[src/rtl/dcsk_tx_frame_ctrl.sv]
// DCSK transmit frame sequencer: turns each accepted message bit into SF reference chips then SF data chips.
// Build option: define DCSK_GUARD_EN to insert GUARD_CHIPS idle chip cycles after every frame.
//
// state | meaning
// IDLE  | waiting for i_en and a message bit
// REF   | emitting reference-half chips
// DATA  | emitting data-half chips
// GUARD | post-frame gap, chaos generator still advancing (DCSK_GUARD_EN only)
module dcsk_tx_frame_ctrl #(
    parameter int unsigned GUARD_CHIPS = 2
) (
    input  logic       i_clk,
    input  logic       i_arst_n,
    input  logic       i_en,
    input  logic [1:0] i_sf,
    input  logic       i_msg_valid,
    input  logic       i_msg_bit,
    output logic       o_msg_ready,
    output logic [1:0] o_sf,
    output logic       o_msg_bit,
    output logic       o_frame_half,
    output logic       o_chaos_en,
    output logic       o_chip_valid,
    output logic       o_frame_start,
    output logic       o_frame_end,
    output logic       o_underrun,
    output logic       o_busy
);
    typedef enum logic [1:0] {
        IDLE  = 2'd0,
        REF   = 2'd1,
        DATA  = 2'd2,
        GUARD = 2'd3
    } state_t;

    localparam logic [3:0] GUARD_LAST = 4'(GUARD_CHIPS - 1);

    state_t     state;
    logic [3:0] cnt;
    logic [3:0] n_last;
    logic [3:0] last_cnt;
    logic       last;
    logic       end_st;
    logic       hs;

    always_comb begin
        n_last = 4'd1;
        case (o_sf)
            2'd0: n_last = 4'd1;
            2'd1: n_last = 4'd3;
            2'd2: n_last = 4'd7;
            2'd3: n_last = 4'd15;
            default: n_last = 4'd1;
        endcase
    end

    assign last_cnt = (state == GUARD) ? GUARD_LAST : n_last;
    assign last     = (cnt == last_cnt);

    // The state whose final cycle decides between the next frame and IDLE.
`ifdef DCSK_GUARD_EN
    assign end_st = (state == GUARD);
`else
    assign end_st = (state == DATA);
`endif

    assign o_msg_ready = i_en & ((state == IDLE) | (end_st & last));
    assign hs          = o_msg_ready & i_msg_valid;

    always_ff @(posedge i_clk or negedge i_arst_n) begin
        if (!i_arst_n) begin
            state     <= IDLE;
            cnt       <= 4'd0;
            o_sf      <= 2'd0;
            o_msg_bit <= 1'b0;
        end else begin
            if (hs) begin
                o_msg_bit <= i_msg_bit;
                o_sf      <= i_sf;
            end
            case (state)
                IDLE: begin
                    cnt <= 4'd0;
                    if (hs) state <= REF;
                end
                REF: begin
                    if (last) begin
                        state <= DATA;
                        cnt   <= 4'd0;
                    end else begin
                        cnt <= cnt + 4'd1;
                    end
                end
                DATA: begin
                    if (last) begin
                        cnt <= 4'd0;
`ifdef DCSK_GUARD_EN
                        state <= GUARD;
`else
                        state <= hs ? REF : IDLE;
`endif
                    end else begin
                        cnt <= cnt + 4'd1;
                    end
                end
                GUARD: begin
                    if (last) begin
                        cnt   <= 4'd0;
                        state <= hs ? REF : IDLE;
                    end else begin
                        cnt <= cnt + 4'd1;
                    end
                end
                default: begin
                    state <= IDLE;
                    cnt   <= 4'd0;
                end
            endcase
        end
    end

    assign o_busy        = (state != IDLE);
    assign o_chip_valid  = (state == REF) | (state == DATA);
    assign o_chaos_en    = (state != IDLE);
    assign o_frame_half  = (state == DATA);
    assign o_frame_start = (state == REF) & (cnt == 4'd0);
    assign o_frame_end   = (state == DATA) & last;
    assign o_underrun    = end_st & last & i_en & ~i_msg_valid;

endmodule

[config.mk]
export PLATFORM = sky130hd
export DESIGN_NAME = dcsk_tx_frame_ctrl
export DESIGN_NICKNAME = d
export VERILOG_FILES = /design/src/rtl/dcsk_tx_frame_ctrl.sv
export SDC_FILE = /design/constraint.sdc
export NUM_CORES = 1
export LEC_CHECK = 0
export ABC_AREA = 1
export CAP_MARGIN = 20
export CORE_ASPECT_RATIO = 1.1
export CORE_MARGIN = 10
export CORE_UTILIZATION = 39
export CTS_BUF_LIST = sky130_fd_sc_hd__clkbuf_16
export CTS_CLUSTER_SIZE = 40
export DETAILED_ROUTE_END_ITERATION = 12
export PLACE_DENSITY = 0.7
export RECOVER_POWER = 25
export SKIP_CTS_REPAIR_TIMING = 1
export SYNTH_ARGS = -nofsm -noshare
export SYNTH_HDL_FRONTEND = slang
export SYNTH_SLANG_ARGS = --single-unit
[constraint.sdc]
create_clock -name i_clk -period 1.7 [get_ports i_clk]
set_clock_uncertainty 0.1 [all_clocks]
set_input_delay 0.17 -clock i_clk [delete_from_list [all_inputs] [get_ports i_clk]]
set_output_delay 0.17 -clock i_clk [all_outputs]
set_load 0.02 [all_outputs]
==> impl_metrics.tcl, run 1 <==
set metrics [dict create \
    cts_max_path_buffers 2 \
    synthesis.area_um2 629 \
    antenna_found_initial 0 \
    status "finished, violations left" \
    route.detailed.drc 0 \
    r2r_cells 10 \
    cts_sinks 9 \
    dr.pass1.iters 4 \
    ys_top_cells_by_area "dfrtp_1 (36%), ha_1 (12%), nand2_1 (12%)" \
    hold_slack_ns 0.209 \
    syn_nets 93 \
    synth-edff-count 0 \
    slew_viol_final 0 \
    place_area_um2 958 \
    cts_tree "built" \
    critPathRequiredTime_ns 1.43 \
    rows 15 \
    dieArea_um2 3620 \
    max_freq_mhz 530 \
    layout.nets 134 \
    cts_made_buffers 3 \
    synth-async-reset-ratio_pct 100 \
    synth-seq-cells 9 \
    syn_area_per_cell_um2 7.87 \
    routed_wl_mm 1.97 \
    coreArea_um2 1560 \
    port_buffers 17 \
    min_period_ns 1.89 \
    hold_violations 0 \
    die_x_um 58.3 \
    cap_violations 0 \
    wl_per_cell_um 14.4 \
    syn2layout_area_growth_pct 81.3 \
    diodes 0 \
    antenna_left 0 \
    vias 701 \
    fin_area_um2 1140 \
    dieHeight_um 62.1 \
    grt_use_total_pct 11.5 \
    fin_tns_setup_ns -0.393 \
    final_util_pct 73.3 \
    place.gp.congestion 0.729 \
    grt_start_max_net_pins 10 \
    setup_viol 3 \
    dp_hpwl_mm 1.44 \
    powerDensity_nw_per_um2 2000 \
    initial_core_util_pct 40.4 \
    grt_pass1_vias 750 \
    cts_root_buffer "clkbuf_16" \
    ctsHtreeMaxLevel 1 \
    arrival_ns 1.62 \
    relSlewSlack_pct 71.0 \
    fin_crit_sh_pct 111 \
    violations "setup timing" \
    end_kind "output pin" \
    hold_class "in2async" \
    drtIter0Drc 13 \
    drive_above_1_share_pct 51.7 \
    synth_top_area_share_pct 35.8 \
    leakage_uw 0.000565 \
    critPathLaunchType "flip-flop" \
    yosysMostFrequentCell "nand2_1" \
    grt_overflow_total 0 \
    ys_warn_count 0 \
    path_class "reg2out" \
    cp_max_fo 7 \
    synth_cell_types 19 \
    synth_top_cell_by_area "dfrtp_1" \
    worst_slack_ns -0.187 \
    synth.top_cells.by_count "nand2_1 (20), inv_1 (10), dfrtp_1 (9)" \
    ys_seq_area_share_pct 35.8 \
    rsz0062_at_grt "true" \
    ioPinCount 18 \
    ys.flop_type "dfrtp_1" \
    tightest_slew_ns 0.433 \
    vias_per_cell 5.12 \
    synth_cells 80 \
    grt_pass1_wl_mm 3.33 \
    clock_latency_ns 0.24 \
    max-vdd-ir-drop_mv 1.08 \
    clk_pin_slew_ns 0.04 \
]
[final timing paths]
check / startpoint / end / slack, ns
worst max register to register: state[0]$_DFFE_PN0P_ / o_msg_bit$_DFFE_PN0P_ / 0.02
worst min register to register: o_msg_bit$_DFFE_PN0P_ / o_msg_bit$_DFFE_PN0P_ / 0.43
worst min-delay path: i_arst_n / state[0]$_DFFE_PN0P_ / 0.21
max in group asynchronous: i_arst_n / o_sf[1]$_DFFE_PN0P_ / 0.97
worst max-delay path: state[0]$_DFFE_PN0P_ / o_underrun / -0.19
min in group i_clk: i_sf[0] / o_sf[0]$_DFFE_PN0P_ / 0.39
[layer usage]
| metal | up-vias | global-route usage, % | routed length, µm |
|---|---|---|---|
| met5 | - | 0 | 0 |
| met4 | 0 | 6.18 | 61 |
| met3 | 8 | 5.69 | 179 |
| met2 | 32 | 18.6 | 953 |
| met1 | 323 | 11.4 | 772 |
| li1 | 338 | - | - |
[layout by cell type (no fill, tap or decap), types with 3 or more instances in the layout]
cell type	instances
buf_4	25
clkbuf_16	3
clkdlybuf4s50_1	8
dfrtp_1	8
ha_4	3
inv_1	8
inv_2	4
nand2_1	16
nand2_2	5
nand3_1	6
nand3_2	3
nor3_2	3
[kinds of logic after synthesis]
group | count (synthesis) | share of synthesized area (%)
and+or+nand+nor | 43 | 34.2
buffers and inverters | 14 | 8.95
DFF | 9 | 35.8
AOI/OAI and AO/OA | 7 | 7.75
adders and majority gates | 6 | 11.9
xor gates and xnor gates | 1 | 1.39
[report_power, final]
part,internal (µW),switching [µW]
clock,308,111
sequential,302,105
combinational,666,787
[stage by stage]
| step | instances | setup slack, ns | total power [µW] |
|---|---|---|---|
| 5_1_grt | 137 | -0.261 | 2440 |
| 3_5_place_dp | 130 | -0.418 | 1620 |
| 3_3_place_gp | 130 | -0.371 | 1580 |
| 6_report | 137 | -0.187 | 2280 |
| 2_1_floorplan | 80 | -0.0373 | 1050 |
| 4_1_cts | 134 | -0.684 | 2070 |
[state kept, by name, indices dropped and copies added (netlist names)]
register / count
cnt: 4
o_msg_bit: 1
o_sf: 2
state: 2
[worst max-delay path, stage by stage (launching register included)]
cell	delay [ns]
dfrtp_1	0.40
ha_4	0.19
inv_6	0.08
a21oi_2	0.07
nor2_4	0.14
nand4_4	0.14
nor3_2	0.20
buf_4	0.16
[layout make-up]
class	count	area, µm²
multi-input cells	57	459
fillers	114	417
repair buffers	37	299
flip-flops and latches	9	226
clock buffers	3	75.1
inverters	13	56.3
well taps	17	21.3
clock inverters	1	3.75
No activity file was read; power rests on OpenSTA's default activity.
==> inputs of run 2 (changes only) <==
CORE_ASPECT_RATIO = unset   (was 1.1)
PLACE_DENSITY = 0.67   (was 0.7)
==> run 2 against run 1 <==
- the flow still finishes with violations (setup timing)
- fmax is 3.6% lower
- first-iteration DRC count is 85% higher
- register-to-register slack worse by 0.09 ns
==> impl_metrics.tcl, run 2 (same netlist as run 1, synthesis figures left out) <==
set metrics [dict create \
    dpl_worst_slack_ns -0.450 \
    setup_viol 9 \
    powerDensity_nw_per_um2 1970 \
    grt_pass1_wl_mm 3.08 \
    port_buffers 17 \
    violations "setup timing" \
    layout.nets 139 \
    cts_max_path_buffers 2 \
    seqCellArea_um2 226 \
    crit_path_cell_trace "ha_4 -> inv_6 -> nand4_1 -> nand2_2 -> nand4_4 -> nor3_2 -> buf_4" \
    dp.cells 130 \
    route.detailed.drc 0 \
    fillers 116 \
    antenna_found_initial 0 \
    hold_slack_ns 0.211 \
    min_period_ns 1.96 \
    grt_overflow_total 0 \
    path_buf_inv 2 \
    critPathMaxStageDelay_ns 0.42 \
    grt_start_max_net_pins 10 \
    place.gp.congestion 0.769 \
    drtIter0Drc 24 \
    power.share.sequential_pct 17.9 \
    ctsHtreeMaxLevel 1 \
    initial_core_util_pct 41.3 \
    dieArea_um2 3620 \
    rr_startpoint "state[0]$_DFFE_PN0P_" \
    path_class "reg2out" \
    rsz0062_at_grt "true" \
    die_x_um 60.2 \
    switching_power_uw 965 \
    cp_max_fo 7 \
    syn2layout_area_growth_pct 81.7 \
    stdcell_count 141 \
    antenna_left 0 \
    routed_wl_mm 2.16 \
    dieHeight_um 60.2 \
    end_kind "output pin" \
    p_clk_share_pct 18.1 \
    largest-register "cnt" \
    max_freq_mhz 511 \
    relSlewSlack_pct 71.8 \
    grt_pass1_vias 691 \
    dr.pass1.iters 4 \
    diodes 0 \
    critPathLaunchType "flip-flop" \
    cts_sinks 9 \
    grt_use_total_pct 11.0 \
    rows 14 \
    final_cell_mix "buf_4 (30), nand2_1 (18), inv_1 (9), dfrtp_1 (8)" \
    final_util_pct 75.0 \
    crit_family "simple AND/OR/NAND/NOR gates" \
    hold_violations 0 \
    cap_violations 0 \
    status "finished, violations left" \
    comb_power_share_pct 64.0 \
    vias 705 \
    coreArea_um2 1520 \
    critPathRequiredTime_ns 1.43 \
    fin_crit_sh_pct 115 \
    clock_latency_ns 0.23 \
    slew_viol_final 0 \
    cts_made_buffers 3 \
    drive_above_1_share_pct 48.8 \
    tightest_slew_ns 0.422 \
    fin_tns_setup_ns -1.07 \
    largestRegisters "cnt: 4 flops, o_sf: 2 flops, state: 2 flops" \
    hold_class "in2async" \
    dp_hpwl_mm 1.47 \
    internal_power_uw 1290 \
    leakage_uw 0.000597 \
    wl_per_cell_um 15.3 \
    mostFrequentLayoutCell "buf_4" \
    max-vdd-ir-drop_mv 1.54 \
    cts_tree "built" \
    largest_register_ffs 4 \
    multi_input_area_um2 425 \
    p_sw_share_pct 42.8 \
    worst_slack_ns -0.258 \
    ioPinCount 18 \
    critPathLaunch "state[0]$_DFFE_PN0P_" \
    clk_pin_slew_ns 0.04 \
    arrival_ns 1.69 \
    cts_root_buffer "clkbuf_16" \
    cp_slowest_cell "dfrtp_1" \
    vias_per_cell 5.00 \
]
run 2: cell types whose count changed in the layout (fill, tap and decap cells not counted), sizes merged:
| cell | delta |
|---|---|
| buf | +5 |
| clkdlybuf4s50 | -1 |
| dlymetal6s2s | +1 |
run 2: path summary, 6_finish.rpt:
| kind | slack [ns] | cells past startpoint | to |
|---|---|---|---|
| hold / removal | 0.21 | 1 | o_msg_bit$_DFFE_PN0P_ |
| max in group asynchronous | 0.97 | 1 | o_sf[1]$_DFFE_PN0P_ |
| hold reg to reg | 0.37 | 2 | o_msg_bit$_DFFE_PN0P_ |
| min in group i_clk | 0.37 | 2 | o_msg_bit$_DFFE_PN0P_ |
| setup reg to reg | -0.07 | 10 | o_sf[0]$_DFFE_PN0P_ |
| setup / recovery | -0.26 | 7 | o_underrun |
run 2: power groups by stage:
stage | clock network (µW) | logic (µW) | registers (µW)
finish | 408 | 1440 | 404
global route | 433 | 1560 | 412
CTS | 418 | 1280 | 382
detailed placement | 0 | 1260 | 382
global placement | 0 | 1230 | 375
floorplan | 0 | 626 | 428
run 2: final cells by class:
cell class / instances / area share, %
clock buffer: 3 / 6.56
clock inverter: 1 / 0.328
inverter: 13 / 4.70
multi-input combinational: 57 / 37.2
sequential: 9 / 19.8
tap: 16 / 1.75
timing repair buffer: 42 / 29.6
run 2: metal layers:
metal  part of all wire [%]  GRT usage, %
met5                      0             0
met4                      0          2.88
met3                    5.4          5.30
met2                     55          19.6
met1                     39          11.3
run 2: worst register-to-register path: stages (launching register included):
cell,delay (ns)
dfrtp_1,0.42
ha_4,0.20
inv_6,0.08
nand4_1,0.11
nand2_2,0.12
nand4_4,0.15
a21oi_4,0.17
buf_6,0.13
nand2_4,0.06
nand2_1,0.07
nand2_1,0.06
run 2: metrics by stage:
stage / cell area [µm²] / power (µW)
after global placement: 965 / 1610
after global routing: 1140 / 2410
after detailed placement: 965 / 1650
after CTS: 1040 / 2080
after floorplan: 647 / 1050
final: 1140 / 2250
==> inputs of run 3 (changes only) <==
CTS_CLUSTER_DIAMETER = 150   (was unset)
==> results of run 3 <==
Final layout, timing and power as in run 2 (identical DEF).
